$ cat config.mk
export PLATFORM = sky130hd
export DESIGN_NAME = sram_axi_slave
export DESIGN_NICKNAME = d
export VERILOG_FILES = /design/src/rtl/sram_axi_slave.sv
export SDC_FILE = /design/constraint.sdc
export NUM_CORES = 1
export LEC_CHECK = 0
export CORE_AREA = 2 2 122 124
export CTS_BUF_LIST = sky130_fd_sc_hd__clkbuf_4 sky130_fd_sc_hd__clkbuf_8 sky130_fd_sc_hd__clkbuf_16
export DETAILED_ROUTE_END_ITERATION = 16
export DIE_AREA = 0 0 124 126
export PLACE_DENSITY = 0.66
export SLEW_MARGIN = 10
export SYNTH_ARGS = -nofsm -noshare
export SYNTH_HDL_FRONTEND = slang
export SYNTH_SLANG_ARGS = --single-unit
$ cat constraint.sdc
create_clock -name ACLK -period 4.27 [get_ports ACLK]
set_input_delay 1.281 -clock ACLK [delete_from_list [all_inputs] [get_ports ACLK]]
set_output_delay 1.281 -clock ACLK [all_outputs]
set_load 0.005 [all_outputs]
$ cat src/rtl/sram_axi_slave.sv
// AXI slave front-end for a single-port 32-bit synchronous SRAM.
// One transaction in flight; writes take one cycle per beat, reads two cycles per beat.
`ifndef AXI_IDS_BITS
`define AXI_IDS_BITS 8
`endif
`ifndef AXI_ADDR_BITS
`define AXI_ADDR_BITS 32
`endif
`ifndef AXI_LEN_BITS
`define AXI_LEN_BITS 4
`endif
`ifndef AXI_SIZE_BITS
`define AXI_SIZE_BITS 3
`endif
`ifndef AXI_DATA_BITS
`define AXI_DATA_BITS 32
`endif
`ifndef AXI_STRB_BITS
`define AXI_STRB_BITS 4
`endif

module sram_axi_slave #(
  parameter int MEM_ADDR_BITS = 14
) (
  input  logic                        ACLK,
  input  logic                        ARESETn,
  // AW channel
  input  logic [`AXI_IDS_BITS-1:0]    AWID,
  input  logic [`AXI_ADDR_BITS-1:0]   AWADDR,
  input  logic [`AXI_LEN_BITS-1:0]    AWLEN,
  input  logic [`AXI_SIZE_BITS-1:0]   AWSIZE,
  input  logic [1:0]                  AWBURST,
  input  logic                        AWVALID,
  output logic                        AWREADY,
  // W channel
  input  logic [`AXI_DATA_BITS-1:0]   WDATA,
  input  logic [`AXI_STRB_BITS-1:0]   WSTRB,
  input  logic                        WLAST,
  input  logic                        WVALID,
  output logic                        WREADY,
  // B channel
  output logic [`AXI_IDS_BITS-1:0]    BID,
  output logic [1:0]                  BRESP,
  output logic                        BVALID,
  input  logic                        BREADY,
  // AR channel
  input  logic [`AXI_IDS_BITS-1:0]    ARID,
  input  logic [`AXI_ADDR_BITS-1:0]   ARADDR,
  input  logic [`AXI_LEN_BITS-1:0]    ARLEN,
  input  logic [`AXI_SIZE_BITS-1:0]   ARSIZE,
  input  logic [1:0]                  ARBURST,
  input  logic                        ARVALID,
  output logic                        ARREADY,
  // R channel
  output logic [`AXI_IDS_BITS-1:0]    RID,
  output logic [`AXI_DATA_BITS-1:0]   RDATA,
  output logic [1:0]                  RRESP,
  output logic                        RLAST,
  output logic                        RVALID,
  input  logic                        RREADY,
  // SRAM port
  output logic                        SRAM_CEB,
  output logic                        SRAM_WEB,
  output logic [31:0]                 SRAM_BWEB,
  output logic [MEM_ADDR_BITS-1:0]    SRAM_A,
  output logic [31:0]                 SRAM_DI,
  input  logic [31:0]                 SRAM_DO
);

  typedef enum logic [2:0] {
    IDLE,
    W_DATA,
    W_RESP,
    R_ACCESS,
    R_DATA
  } state_t;

  state_t                     state_q, state_d;
  logic                       ready_q;
  logic [`AXI_IDS_BITS-1:0]   bid_q, rid_q;
  logic [MEM_ADDR_BITS-1:0]   addr_q;
  logic [`AXI_LEN_BITS-1:0]   len_q, beat_q;
  logic                       aw_hs, w_hs, ar_hs, r_hs;

  // Size, burst type and byte offset are deliberately ignored: every burst is INCR of words.
  logic unused_in;
  assign unused_in = ^{AWSIZE, AWBURST, ARSIZE, ARBURST, AWADDR, ARADDR};

  always_ff @(posedge ACLK or negedge ARESETn) begin
    if (!ARESETn) begin
      state_q <= IDLE;
      ready_q <= 1'b0;
      bid_q   <= '0;
      rid_q   <= '0;
      addr_q  <= '0;
      len_q   <= '0;
      beat_q  <= '0;
    end else begin
      state_q <= state_d;
      ready_q <= 1'b1;
      if (aw_hs) begin
        bid_q  <= AWID;
        addr_q <= AWADDR[MEM_ADDR_BITS+1:2];
        len_q  <= AWLEN;
      end else if (ar_hs) begin
        rid_q  <= ARID;
        addr_q <= ARADDR[MEM_ADDR_BITS+1:2];
        len_q  <= ARLEN;
        beat_q <= '0;
      end else if (w_hs || (r_hs && !RLAST)) begin
        addr_q <= addr_q + MEM_ADDR_BITS'(1);
      end
      if (r_hs && !RLAST) begin
        beat_q <= beat_q + `AXI_LEN_BITS'(1);
      end
    end
  end

  always_comb begin
    state_d   = state_q;
    AWREADY   = 1'b0;
    WREADY    = 1'b0;
    BVALID    = 1'b0;
    ARREADY   = 1'b0;
    RVALID    = 1'b0;
    RLAST     = 1'b0;
    RDATA     = '0;
    SRAM_CEB  = 1'b1;
    SRAM_WEB  = 1'b1;
    SRAM_BWEB = '1;
    SRAM_A    = '0;
    SRAM_DI   = '0;
    aw_hs     = 1'b0;
    w_hs      = 1'b0;
    ar_hs     = 1'b0;
    r_hs      = 1'b0;
    unique case (state_q)
      IDLE: begin
        // ready_q holds the ready lines low until the first edge after reset release
        AWREADY = ready_q;
        ARREADY = ready_q && !AWVALID;
        aw_hs   = AWVALID && ready_q;
        ar_hs   = ARVALID && ready_q && !AWVALID;
        if (aw_hs) begin
          state_d = W_DATA;
        end else if (ar_hs) begin
          state_d = R_ACCESS;
        end
      end
      W_DATA: begin
        WREADY = 1'b1;
        w_hs   = WVALID;
        if (w_hs) begin
          SRAM_CEB = 1'b0;
          SRAM_WEB = 1'b0;
          SRAM_A   = addr_q;
          SRAM_DI  = WDATA;
          for (int unsigned i = 0; i < 4; i++) begin
            SRAM_BWEB[i*8 +: 8] = WSTRB[i] ? 8'h00 : 8'hFF;
          end
          if (WLAST) begin
            state_d = W_RESP;
          end
        end
      end
      W_RESP: begin
        BVALID = 1'b1;
        if (BREADY) begin
          state_d = IDLE;
        end
      end
      R_ACCESS: begin
        SRAM_CEB = 1'b0;
        SRAM_A   = addr_q;
        state_d  = R_DATA;
      end
      R_DATA: begin
        // SRAM stays deselected here, so SRAM_DO (and RDATA) hold through a stall
        RVALID = 1'b1;
        RDATA  = SRAM_DO;
        RLAST  = (beat_q == len_q);
        r_hs   = RREADY;
        if (r_hs) begin
          state_d = RLAST ? IDLE : R_ACCESS;
        end
      end
      default: state_d = IDLE;
    endcase
  end

  assign BID   = bid_q;
  assign BRESP = 2'b00;
  assign RID   = rid_q;
  assign RRESP = 2'b00;

endmodule

==> metrics.txt, run 1 <==
Critical Path RT 2.99 ns; clock sink total 42; arrival time worst endpoint 2.86 ns; power share of the clock group 0.167; Antenna Nets Post-Route 0; final hold vios 0; number of global-route vias before repair 3,638; met1 WL 4860 µm; final wirelength 12,600 µm; Seq/Total Area, Yosys 0.335; die footprint 15,600 µm²; antenna violations before repair 0; CTS Buffer Depth 2; Met2 Routed Length 6420 µm; GRT Total Usage 0.154; die width 124 µm; Ports 312; Worst Path Buf+Inv 3; cell-internal power 1670 µW; DR iter-0 viols 157; die height 126 µm; post-synthesis register bit count 42; crit-path leading delay family buffers and inverters; unrepaired setup endpoints after global routing false; FMAX 241 MHz; num rows 44; crit-path most repeated cell clkdlybuf4s50_1; core box area 14,300 µm²; syn avg cell area 8.33 µm²; relative slew slack 0.347; WHS Path Cells 2; layout cells sized above 1 0.0569; Seq pwr share 0.281; routability cong. 0.807; post-layout util 0.407; PwrDens 451 nW/µm²; switching power of the nets 959 µW; PortBufs 261; critical path cell sequence clkdlybuf4s50_1 > buf_4 > and3_1 > clkdlybuf4s50_1; Final Skew 0.00590 ns; Via Count 3,600; post-layout min period 4.15 ns; first drt pass iteration count 4; pin count of the biggest net entering global routing 43; Ant. Diodes 0; Post-Route Setup TNS 0 ns; post-cts sizing count 0; CTS clk-pin slew, worst paths 0.06 ns; routed wl met3 1100 µm; # fillers 1,407; final std cells w/o fill 782; Worst-Skew Late Latency 0.28 ns; synthesis-to-finish area growth 85.5%; Max-Cap Viols 0; Max stage delay on crit path 0.57 ns; most common cell in the netlist and3_1; CP endpoint kind output port; Yosys top cell by area dfrtp_1; Gate power share 0.552; cts hold-fix bufs 0; first-pass GRT wire length 19,000 µm; Vias/cell 4.60; DR WL/cell 16.1 µm; Synth Instances 377; CTS buffer count 5; Leak Pwr 0.00254 µW; number of enable flip-flop cells after synthesis 0; htree depth 2; dpl cells 774; highest routed metal layer met4; CP Max Fanout 27; nets@finish 773; Switching Fraction 0.365; WP depth 4; Max Transition Viols Final 0; crit path launch type input port; worst setup path class in2out; GR Overflow Total 0; CTS tree built; share of the synthesized area in the top cell type 0.335; Setup Buffers After CTS 0; hpwl dp 9970 µm; status finished, final reports clean; final setup vio count 0; Yosys warning count 0; worst slew pin tran 0.980 ns; Async S/R FF share, synth 1.00; Synth Cell Area 3140 µm²; Hold Crit Class reg2reg; WHS 0.479 ns; CP max stage cell clkdlybuf4s50_1; Top FF cell, synth dfrtp_1; Post-synth top cells and3_1, nand2_1, dfrtp_1; Final period util 0.971; Worst VDD drop 0.000204 V; r2r worst-path depth 6; number of remaining DRC errors 0; main area contributors after synthesis dfrtp_1, and3_1, buf_4; Cell variety after synth 50; root buffer cell clkbuf_16; Initial Util 0.219
## per-layer routing
layer  GRT usage  vias up
met2       0.282      164
li1            -     1741
met1       0.179     1681
met5           0        -
met3      0.0362       14
met4      0.0377        0
## final cells by class
class	instances	area, µm²	area share
clock buffers	5	125	0.0215
clock inverters	3	43.8	0.00752
inverters	8	42.5	0.00730
multi-input cells	270	1640	0.282
flip-flops and latches	42	1050	0.180
well taps	184	230	0.0395
repair buffers	270	2690	0.461
## flip-flops by register name, summed over array words and instances (netlist names)
register,count
addr_q,14
BID,8
RID,8
beat_q,4
len_q,4
state_q,3
ready_q,1
## worst register-to-register path, stage by stage (launching register included)
cell and delay, ns:
dfrtp_1 0.46, or4b_1 0.83, clkinv_8 0.16, o21ai_4 0.16, nand3_2 0.37, o21ai_0 0.17
a22o_1 0.20
## power groups by stage
stage / Clock, µW / Sequential (µW) / Combinational, µW
final: 440 / 738 / 1450
after global routing: 471 / 766 / 1610
after CTS: 453 / 736 / 1460
after detailed placement: 0 / 742 / 1460
after global placement: 0 / 727 / 1420
after floorplan: 0 / 706 / 752
## path summary, 6_finish.rpt
kind	from	endpoint	slack, ns
max	WVALID	SRAM_DI[5]	0.12
min	RID[2]	RID[2]	0.48
max reg2reg	state_q[1]	addr_q[3]	1.82
min reg2reg	RID[2]	RID[2]	0.48
max in group asynchronous	ARESETn	len_q[0]	2.50
min in group asynchronous	ARESETn	BID[6]	1.16
## stage by stage
step	worst slack, ns	cell area, µm²	power (µW)
2_1_floorplan	0.927	3150	1460
3_3_place_gp	0.118	5660	2150
3_5_place_dp	0.0896	5660	2200
4_1_cts	0.0896	5820	2650
5_1_grt	0.0164	5820	2840
6_report	0.124	5820	2630
## logic make-up after synthesis
kind of cell | after synthesis | synth area share
simple gates | 180 | 0.309
flops | 42 | 0.335
mux | 9 | 0.0319
other cells | 2 | 0.00239
fa+ha+maj | 2 | 0.00797
xor+xnor | 5 | 0.0139
buf+inv | 68 | 0.145
compound gates | 69 | 0.155
## placed cells by master (no fill, tap or decap), drive strengths merged, types with 3 or more instances in the layout
master,Yosys,layout
a21oi,3,3
a221oi,5,5
a22o,7,7
a22oi,11,11
a31oi,4,4
and2,16,16
and3,68,68
buf,42,10
clkbuf,18,5
clkdlybuf4s50,0,260
conb,2,5
dfrtp,42,42
inv,7,8
mux2,8,8
nand2,60,60
nand3,9,9
nand4,5,5
nor2,10,10
nor3b,3,3
o21ai,24,24
o2bb2ai,3,3
o31ai,4,4
xnor2,4,4
Power figures use the tool's default switching activity.
==> run 2: changes to the inputs <==
- CAP_MARGIN: not set -> 20
- PLACE_DENSITY: 0.66 -> 0.73
==> run 2 against run 1 <==
  * Via count down 1.3%
  * Sequential power down 0.7%
  * Critical path depth unchanged
  * Total power about the same
  * Largest power group unchanged
==> metrics.txt, run 2 (same netlist as run 1, synthesis figures left out) <==
status finished, final reports clean (unchanged); Max stage delay on crit path 0.56 ns (was 0.57 ns); relative slew slack 0.625 (was 0.347); Worst-Skew Late Latency 0.28 ns (about the same); num rows 44 (unchanged); unrepaired setup endpoints after global routing false (unchanged); CP max stage cell clkdlybuf4s50_1 (unchanged); Critical Path RT 2.99 ns (about the same); crit path launch type input port (unchanged); DR iter-0 viols 138 (was 157); root buffer cell clkbuf_16 (unchanged); Seq pwr share 0.279 (was 0.281); Final Skew 0.00604 ns (was 0.00590 ns); final setup vio count 0 (unchanged); antenna violations before repair 1 (was 0); number of global-route vias before repair 3,211 (was 3,638); arrival time worst endpoint 2.84 ns (was 2.86 ns); Switching Fraction 0.358 (was 0.365); worst slew pin tran 0.560 ns (was 0.980 ns); crit-path leading delay family buffers and inverters (unchanged); Max-Cap Viols 0 (unchanged); FMAX 243 MHz (was 241 MHz); max reg flops 14 (unchanged); die width 124 µm (unchanged); PortBufs 261 (unchanged); most frequent cells in the layout clkdlybuf4s50_1, and3_1, nand2_1, dfrtp_1, o21ai_0 (unchanged); CTS buffer count 5 (unchanged); DR WL/cell 15.5 µm (was 16.1 µm); die footprint 15,600 µm² (unchanged); hpwl dp 9760 µm (was 9970 µm); Hold Path Origin RID[1] (was RID[2]); WP depth 4 (unchanged); CP Max Fanout 8 (was 27); CTS clk-pin slew, worst paths 0.06 ns (about the same); synthesis-to-finish area growth 86.0% (was 85.5%); Gate power share 0.552 (about the same); Worst VDD drop 0.000270 V (was 0.000204 V); Max Transition Viols Final 0 (unchanged); nets@finish 772 (was 773); die height 126 µm (unchanged); CP endpoint kind output port (unchanged); critical path cell sequence clkdlybuf4s50_1 > and2_2 > nand2_1 > clkdlybuf4s50_1 (was clkdlybuf4s50_1 > buf_4 > and3_1 > clkdlybuf4s50_1); Vias/cell 4.55 (was 4.60); htree depth 2 (unchanged); PwrDens 449 nW/µm² (was 451 nW/µm²); Setup Buffers After CTS 0 (unchanged); Initial Util 0.219 (unchanged); power share of the clock group 0.168 (was 0.167); number of remaining DRC errors 0 (unchanged); first drt pass iteration count 4 (unchanged); sequential cell area 1050 µm² (unchanged); Antenna Nets Post-Route 0 (unchanged); crit path from WVALID (unchanged); r2r worst-path depth 7 (was 6); most common cell after layout, fill and taps aside clkdlybuf4s50_1 (unchanged); layout cells sized above 1 0.0570 (was 0.0569); dpl ws 0.0254 ns (was 0.0896 ns); Worst Path Buf+Inv 2 (was 3); final wirelength 12,100 µm (was 12,600 µm); post-layout min period 4.12 ns (was 4.15 ns); Top reg by flops addr_q (unchanged); cell-internal power 1690 µW (was 1670 µW); Post-Route Setup TNS 0 ns (unchanged); worst setup path class in2out (unchanged); Ports 312 (unchanged); WHS Path Cells 2 (unchanged); GR Overflow Total 0 (unchanged); crit-path most repeated cell clkdlybuf4s50_1 (unchanged); routability cong. 0.781 (was 0.807); Reg2Reg Launch Point state_q[1] (unchanged); Multi-input gate area 1650 µm² (was 1640 µm²); first-pass GRT wire length 17,900 µm (was 19,000 µm); core box area 14,300 µm² (unchanged); Via Count 3,555 (was 3,600); setup ws final 0.152 ns (was 0.124 ns); Final period util 0.964 (was 0.971); GRT Total Usage 0.145 (was 0.154); pin count of the biggest net entering global routing 43 (unchanged); final hold vios 0 (unchanged); Leak Pwr 0.00254 µW (about the same); CTS tree built (unchanged); switching power of the nets 939 µW (was 959 µW); Hold Crit Class reg2reg (unchanged); clock sink total 42 (unchanged); CTS Buffer Depth 2 (unchanged); # fillers 1,442 (was 1,407)
## run 2: cell types whose count changed in the layout (fill, tap and decap cells not counted), sizes merged
cell / delta
diode: +1
clkbuf: +2
inv: -1
buf: -1
clkinv: -1
## run 2: final timing paths
check / endpoint / slack [ns]
hold / removal: RID[1] / 0.47
hold reg to reg: RID[1] / 0.47
min in group asynchronous: addr_q[5] / 0.87
setup reg to reg: addr_q[3] / 1.99
max in group asynchronous: RID[5] / 2.92
setup / recovery: SRAM_BWEB[14] / 0.15
## run 2: power by group through the flow
stage                     registers [µW]  logic, µW  clock network [µW]
final                                733       1450                 442
after CTS                            730       1460                 453
after global placement               729       1440                   0
after detailed placement             736       1460                   0
after global routing                 758       1600                 468
after floorplan                      706        752                   0
## run 2: timing repair
action	in CTS	in global routing
resized for setup	0	1
hold buffers	0	0
setup endpoints to repair	0	32
## run 2: per-layer routing
layer | wire [µm] | GRT usage | vias to the layer above
li1 | - | - | 1739
met1 | 5060 | 0.186 | 1647
met5 | 0 | 0 | -
met3 | 1160 | 0.0412 | 12
met4 | 172 | 0.0297 | 0
met2 | 5730 | 0.243 | 157
## run 2: layout make-up
cell class	instances	area share
Timing Repair Buffer	269	0.461
Multi-Input combinational cell	270	0.283
Sequential cell	42	0.180
Tap cell	184	0.0394
Clock buffer	7	0.0240
Inverter	8	0.00728
Clock inverter	1	0.00514
Antenna cell	1	0.000428
## run 2: per-stage QoR
step / power, µW / instance area (µm²) / std cells / hold WS [ns] / util
after floorplan: 1460 / 3150 / 380 / 0.455 / -
after global placement: 2170 / 5650 / 772 / 0.457 / 0.394
after detailed placement: 2190 / 5650 / 772 / 0.462 / 0.394
after CTS: 2640 / 5820 / 780 / 0.478 / 0.406
after global routing: 2830 / 5840 / 782 / 0.505 / 0.408
final: 2620 / 5840 / 782 / 0.473 / 0.408
## run 2: tightest hold or removal path, cell delays in order, from the launching register on
cell and delay, ns:
dfrtp_1 0.34, nand2_1 0.05, nand2_1 0.05
==> run 3: changes to the inputs <==
- TNS_END_PERCENT: not set -> 30
==> results of run 3 <==
The final DEF is identical to that of run 2; final timing and power are the same.
